### config.mk
export PLATFORM = sky130hd
export DESIGN_NAME = fetch_unit
export DESIGN_NICKNAME = d
export VERILOG_FILES = /design/src/rtl/cpu_pkg.sv /design/src/rtl/pc_next_calc.sv /design/src/rtl/fetch_unit.sv
export SDC_FILE = /design/constraint.sdc
export NUM_CORES = 1
export LEC_CHECK = 0
export ABC_AREA = 1
export BUFFER_PORTS_ARGS = -buffer_cell sky130_fd_sc_hd__clkbuf_2
export CAP_MARGIN = 20
export CELL_PAD_IN_SITES_DETAIL_PLACEMENT = 1
export CELL_PAD_IN_SITES_GLOBAL_PLACEMENT = 1
export CORE_MARGIN = 2
export CORE_UTILIZATION = 38
export DETAILED_ROUTE_END_ITERATION = 12
export PLACE_DENSITY_LB_ADDON = 0.25
export SYNTH_ARGS = -nofsm -noshare
export SYNTH_HDL_FRONTEND = slang
export SYNTH_SLANG_ARGS = --single-unit
### constraint.sdc
create_clock -name clk -period 2.3 [get_ports clk]
set_clock_uncertainty 0.05 [all_clocks]
set_input_delay 0.46 -clock clk [delete_from_list [all_inputs] [get_ports clk]]
set_output_delay 0.46 -clock clk [all_outputs]
set_load 0.03 [all_outputs]
### src/rtl/cpu_pkg.sv
// Shared CPU definitions: fetch FSM encoding, PC step, reset vector
// and jump offset width.
package cpu_pkg;

    localparam logic [1:0] S_REQ  = 2'd0;
    localparam logic [1:0] S_HOLD = 2'd1;
    localparam logic [1:0] S_DROP = 2'd2;

    localparam int          PC_STEP          = 2;
    localparam logic [15:0] RESET_PC_DEFAULT = 16'hC000;
    localparam int          JMP_OFF_W        = 10;

endpackage

### src/rtl/pc_next_calc.sv
// Next fetch pointer: sequential step or relative word jump.
// All arithmetic wraps modulo 2^ADDR_W.
module pc_next_calc
    import cpu_pkg::*;
#(
    parameter int ADDR_W = 16
) (
    input  logic [ADDR_W-1:0]    i_pc,
    input  logic [JMP_OFF_W-1:0] i_pc_offset,
    input  logic                 i_branch_en,
    output logic [ADDR_W-1:0]    o_pc_next
);

    logic [ADDR_W-1:0] w_jmp_bytes;
    logic [ADDR_W-1:0] w_target;
    logic [ADDR_W-1:0] w_step;

    assign w_jmp_bytes = {{(ADDR_W-JMP_OFF_W-1){i_pc_offset[JMP_OFF_W-1]}},
                          i_pc_offset, 1'b0};
    assign w_target    = i_pc + w_jmp_bytes;
    assign w_step      = i_pc + ADDR_W'(PC_STEP);

    // select jump target over the sequential step
    always_comb begin
        o_pc_next = i_branch_en ? w_target : w_step;
    end

endmodule

### src/rtl/fetch_unit.sv
// Instruction fetch stage: PC, memory req/ack, valid/ready to control.
// Optional macro FETCH_CNT_EN adds a saturating fetch_count output.
module fetch_unit
    import cpu_pkg::*;
#(
    parameter int                ADDR_W   = 16,
    parameter logic [ADDR_W-1:0] RESET_PC = ADDR_W'(RESET_PC_DEFAULT)
) (
    input  logic                 clk,
    input  logic                 rst,
    output logic [ADDR_W-1:0]    mem_addr,
    output logic                 mem_rd,
    input  logic [15:0]          mem_rdata,
    input  logic                 mem_ack,
    output logic [15:0]          instruction,
    output logic                 inst_valid,
    input  logic                 inst_ready,
    input  logic                 branch_en,
    input  logic [JMP_OFF_W-1:0] pc_offset,
`ifdef FETCH_CNT_EN
    output logic [15:0]          fetch_count,
`endif
    output logic [ADDR_W-1:0]    pc
);

    logic [1:0]        r_state;
    logic [ADDR_W-1:0] r_pc;
    logic [ADDR_W-1:0] r_maddr;
    logic [15:0]       r_instr;
    logic              r_rd;

    logic [1:0]        w_state_nx;
    logic              w_pc_en;
    logic              w_load;
    logic              w_ack;
    logic [ADDR_W-1:0] w_pc_calc;
    logic [ADDR_W-1:0] w_pc_nx;

    // an ack only counts while a read is actually outstanding
    assign w_ack   = mem_ack & r_rd;
    assign w_pc_nx = w_pc_en ? w_pc_calc : r_pc;

    pc_next_calc #(
        .ADDR_W      (ADDR_W)
    ) u_pc_next (
        .i_pc        (r_pc),
        .i_pc_offset (pc_offset),
        .i_branch_en (branch_en),
        .o_pc_next   (w_pc_calc)
    );

    // next-state, PC update enable and instruction capture
    always_comb begin
        w_state_nx = r_state;
        w_pc_en    = 1'b0;
        w_load     = 1'b0;
        unique case (r_state)
            S_REQ: begin
                if (w_ack && !branch_en) begin
                    w_state_nx = S_HOLD;
                    w_pc_en    = 1'b1;
                    w_load     = 1'b1;
                end else if (branch_en) begin
                    w_pc_en    = 1'b1;
                    w_state_nx = (r_rd && !w_ack) ? S_DROP : S_REQ;
                end
            end
            S_HOLD: begin
                if (branch_en) begin
                    w_pc_en    = 1'b1;
                    w_state_nx = S_REQ;
                end else if (inst_ready) begin
                    w_state_nx = S_REQ;
                end
            end
            S_DROP: begin
                w_pc_en = branch_en;
                if (w_ack) begin
                    w_state_nx = S_REQ;
                end
            end
            default: w_state_nx = S_REQ;
        endcase
    end

    // state, PC, read request and address registers
    always_ff @(posedge clk or posedge rst) begin
        if (rst) begin
            r_state <= S_REQ;
            r_pc    <= RESET_PC;
            r_maddr <= RESET_PC;
            r_rd    <= 1'b0;
        end else begin
            r_state <= w_state_nx;
            r_pc    <= w_pc_nx;
            r_rd    <= (w_state_nx != S_HOLD);
            // address is frozen while a discarded read is in flight
            if (w_state_nx != S_DROP) begin
                r_maddr <= w_pc_nx;
            end
        end
    end

    // instruction latch, written only by a kept read
    always_ff @(posedge clk or posedge rst) begin
        if (rst) begin
            r_instr <= 16'h0000;
        end else if (w_load) begin
            r_instr <= mem_rdata;
        end
    end

`ifdef FETCH_CNT_EN
    logic [15:0] r_cnt;

    // count accepted instructions that were not flushed by a jump
    always_ff @(posedge clk or posedge rst) begin
        if (rst) begin
            r_cnt <= 16'h0000;
        end else if ((r_state == S_HOLD) && inst_ready && !branch_en
                     && (r_cnt != 16'hFFFF)) begin
            r_cnt <= r_cnt + 16'd1;
        end
    end

    assign fetch_count = r_cnt;
`endif

    assign mem_addr    = r_maddr;
    assign mem_rd      = r_rd;
    assign instruction = r_instr;
    assign inst_valid  = (r_state == S_HOLD);
    assign pc          = r_pc;

endmodule

Word level (Yosys, flattened, before mapping). Index checks and enable logic that the tools add are counted.

Output and inout bits: 50. Bits in latches: 0. Bits in read-only memories: 0. Memory bits (writable): 0. Register bits: 51. Memories kept: 0.

$lt $le $gt $ge: 0. Divide/modulo/power cells: 0. Equality and inequality tests: 4. Reductions and logical operators: 5. Bitwise logic cells: 1. Shifts and indexed selects: 0. $add $sub $neg: 2. Muxes and demuxes: 14. Multiply operators: 0.

Operators by type and width (number): 16-bit 2-to-1 mux (2); 16-bit adder (1); 16-bit by 2-bit adder with 16-bit output (second input constant) (1); 2-bit 2-to-1 mux (6); 2-bit case mux with 3 select lines (1); 1-bit 2-to-1 mux (4); 1-bit case mux with 3 select lines (1); 2-bit by 1-bit == test with 1-bit output (second input constant) (1); 2-bit == test (second input constant) (1); 1-bit logical AND (2); 1-bit logical NOT (2); 2-bit logical NOT (1); 2-bit by 1-bit inequality test with 1-bit output (second input constant) (1); 2-bit inequality test (second input constant) (1); 1-bit bitwise AND (1).

Longest topological paths before layout.
Word-level depth: 8. Depth in mapped cells: 17. Mapped depth without buffers: 16.

By module. A second synthesis with hierarchy kept.

Cells, all modules: 376. Area total of the unflattened synthesis: 3215.6 um2.

By module, submodules not included: fetch_unit (sequential area each 1281.2 um2, cells each 210, instances 1, area each 2233.4 um2); pc_next_calc (sequential area each 0.0 um2, cells each 166, instances 1, area each 982.2 um2).

Worst setup path after synthesis. OpenSTA, ideal clock, no wires.

Kind: in2reg. Start: input port branch_en. End: register r_pc[13] (netlist: pc[13]). Data arrival time: 2.026 ns. Slack: 0.105 ns. Stages: 15. Required time: 2.131 ns. Library setup time: 0.119 ns. Cell sequence: buf_6 -> inv_1 -> or2_2 -> ha_1 -> inv_1 -> fa_1 -> inv_1 -> nand3_1 -> nand3_1 -> nand2_1 -> nand2_1 -> nand2_1 -> nand3_1 -> nand3_1 -> and2_1.

Word-level cells in the longest chain between the ends: 5. Elaborated cells on any way between the ends: 7. Classes of those cells: mux (5); reduce/logical (2).

Ends and longest elaborated chain: start, declared (RTL line fetch_unit.sv:18) `input logic branch_en,`; 1-bit logical NOT (RTL line fetch_unit.sv:59) `if (w_ack && !branch_en) begin`; 1-bit logical AND (RTL line fetch_unit.sv:59); 1-bit 2-to-1 mux (RTL line fetch_unit.sv:59); 1-bit case mux with 3 select lines (RTL line fetch_unit.sv:57) `unique case (r_state)`; 16-bit 2-to-1 mux (*) (RTL line fetch_unit.sv:41) `assign w_pc_nx = w_pc_en ? w_pc_calc : r_pc;`; named net w_pc_nx[13] (RTL line fetch_unit.sv:37) `logic [ADDR_W-1:0] w_pc_nx;`; end signal, assigned (RTL line fetch_unit.sv:95) `r_pc <= w_pc_nx;`; end, declared (RTL line fetch_unit.sv:27) `logic [ADDR_W-1:0] r_pc;`.

Mark *: on every way through the listed nets, which the timed path passes. The rest lies on a longest branch. A chain may end at the register's enable or synchronous reset.

Final worst setup path.
Start: input port branch_en. End: register r_maddr[5] (netlist: mem_addr[5]).

Word-level cells in the longest chain between the ends: 5. Elaborated cells on any way between the ends: 12. Classes of those cells: eq/ne (1); mux (9); reduce/logical (2).

Ends and longest elaborated chain: 1-bit logical NOT (RTL line fetch_unit.sv:59); 1-bit logical AND (RTL line fetch_unit.sv:59); 1-bit 2-to-1 mux (RTL line fetch_unit.sv:59); 1-bit case mux with 3 select lines (RTL line fetch_unit.sv:57); 16-bit 2-to-1 mux (*) (RTL line fetch_unit.sv:41); named net w_pc_nx[5] (RTL line fetch_unit.sv:37); end signal, assigned (RTL line fetch_unit.sv:99) `r_maddr <= w_pc_nx;`; end, declared (RTL line fetch_unit.sv:28) `logic [ADDR_W-1:0] r_maddr;`.

Marks and branches as above.

==> results.ini <==
[floorplan]
core-area_mm2=0.00761
ios=81
rows=32
dieArea_mm2=0.00844
die_x_um=91.9
start_util=0.386
die_y_um=91.9

[power_and_ir_drop]
worst_ir_drop_vdd_uv=714
p_switching_mw=3.04
power_mw=5.95
p_per_area_mw_per_mm2=1620
seqPwrFrac=0.281
switching_share=0.510
clkPwrFrac=0.104
intPower_mw=2.92
p_leak_nw=2.04
p_comb_frac=0.615

[final_layout]
nNetsFinal=495
synthToLayoutAreaGrowth_pct=25.0
drive_gt1_frac=0.364
n_antenna_cell=0

[worst_setup_path]
crit_path_max_fanout=5
rr_endpoint=mem_addr[10]$_DFFE_PP0P_
timing.rr.start=pc[5]$_DFF_PP0_
required_ns=2.45
worst_r2r_path_depth=10
start_kind=input pin
worst_setup_path_end_kind=register
critPathKind=input pin to register
arrival_ns=2.30
r2r_slack_ns=0.21
startpoint=branch_en

[hold_path]
hp-class=input pin to asynchronous set/reset pin

[clock_tree]
post_cts_buffers=0
clock-root-buffer=clkbuf_8
clk_path_buf_depth=2
cts_tree=built
path_clk_slew_ns=0.09
clkSinkCount=49
clock_latency_ns=0.31
htreeDepth=2
numCtsBuffers=5

[timing]
final-hold-violation-count=0
tns_ns=0
min_period_over_period=0.934
fin_crit_ns=2.15
rsz0062_at_grt=no
setup_viol_count_final=0
fmax_mhz=465
drv_slew=0

[detailed_routing]
first_pass_iters=4
wl_um=8160
drc=0
dr_total_vias=2663
routed_via_density=4.82
drt_iter0_markers=104
ant_nets=0
wl_met1_um=3640
wl_met2_um=4020
wl_met3_um=407
highest_layer=met4
drt-wirelength-per-cell_um=14.8

[logic_synthesis]
async_flop_share=1.00
synth_edf_count=0
yosysTopAreaCellShare=0.384
synth_top_area_cell=dfrtp_1
yosys_most_used_dff=dfrtp_1
synth_cell_types=39
syn_area_mm2=0.00293
ys_warn_count=0
ys_ff_latch=49
synth_common_cells=nand2_1, dfrtp_1, inv_1
synthTopCellsByArea=dfrtp_1, nand2_1, mux2_2
yosysMostFrequentCell=nand2_1
yosysSeqAreaShare=0.420
syn-mean-instance-area_um2=8.43
synth_cells=348

[global_routing]
grt_pass1_wl_um=13700
groute.usage.overall=0.203
grt_pass1_vias=2873
grt_max_degree=29
overflow=0
antenna_found_initial=0

[place]
portBuffers=78
dp_hpwl_um=6410
gp_congestion=0.818

[outcome]
status=finished, final reports clean

[run]
maxCapViolCount=0

-- sequential cells by signal, summed over array words and instances, names as in the netlist --
register,cells
instruction,16
mem_addr,15
pc,15
r_state,2
mem_rd,1
-- area by class of cell --
class,count,area (µm²)
clock buffers,6,72.6
multi-input cells,249,1450
repair buffers,104,598
clock inverters,2,35.0
flip-flops and latches,49,1230
well taps,102,128
inverters,41,156
fillers,970,3940
-- through the flow --
| stage | utilization | setup slack, ns | area [µm²] | cells | hold slack, ns |
|---|---|---|---|---|---|
| after CTS | 0.482 | 0.134 | 3670 | 553 | 0.114 |
| after floorplan | - | 0.105 | 2940 | 349 | 0.475 |
| after global placement | 0.468 | -0.108 | 3560 | 545 | 0.412 |
| after detailed placement | 0.468 | -0.167 | 3560 | 545 | 0.417 |
| after global routing | 0.482 | 0.0264 | 3670 | 553 | 0.145 |
| final | 0.482 | 0.152 | 3670 | 553 | 0.104 |
-- power by group through the flow --
stage	logic (mW)	registers, mW	clock network, mW
final	3.66	1.67	0.621
after global routing	4.02	1.72	0.665
after CTS	3.70	1.68	0.639
after detailed placement	3.66	1.69	0
after global placement	3.56	1.66	0
after floorplan	1.72	2.44	0
-- repair_timing --
action                                  in CTS  in global routing
endpoints found under the setup margin       0                  3
gates resized for setup                      0                  3
hold buffers                                 0                  0
-- worst max-delay path, stage by stage --
cell,delay (ns)
clkbuf_2,0.14
inv_1,0.07
or2_2,0.28
ha_1,0.21
inv_1,0.11
fa_1,0.17
inv_1,0.07
nand3_1,0.07
nand3_1,0.09
buf_4,0.15
xnor2_1,0.19
o21ai_1,0.12
nand2_1,0.10
nand2_1,0.05
-- logic make-up after synthesis --
family,count (synthesis),synth area share
simple gates,179,0.267
mux,16,0.0614
other cells,1,0.00128
fa+ha+maj,14,0.0623
buf+inv,51,0.0883
compound gates,27,0.0555
flops,49,0.420
xor+xnor,11,0.0444
-- layer usage --
metal	global-route usage	vias to the layer above
li1	-	1283
met1	0.254	1305
met2	0.354	64
met3	0.0468	11
met4	0.0535	0
met5	0	-
-- worst max-delay path by stage --
stage / endpoint / slack (ns) / depth (start not counted)
after global routing: mem_addr[13]$_DFFE_PP0P_ / 0.03 / 17
after global placement: mem_addr[8]$_DFFE_PP0P_ / -0.11 / 14
after floorplan: pc[13]$_DFF_PP0_ / 0.11 / 15
after detailed placement: mem_addr[8]$_DFFE_PP0P_ / -0.17 / 14
after CTS: mem_addr[8]$_DFFE_PP0P_ / 0.13 / 14
final: mem_addr[5]$_DFFE_PP0P_ / 0.15 / 14
-- cells in the final DEF, fill, tap and decap left out, types with 3 or more instances in the layout --
master / n
inv_2: 5
or2_2: 3
o21ai_1: 5
and2_1: 5
xor2_1: 4
ha_1: 13
nand2_2: 12
buf_4: 25
nand3_1: 17
nand2_1: 116
clkbuf_2: 78
a21oi_1: 7
mux2_2: 16
dfrtp_1: 45
xnor2_1: 4
nor2_1: 18
dfstp_2: 4
inv_1: 35
clkbuf_8: 5
nand3_2: 3
o21ai_0: 7
(Power assumes the default switching activity.)
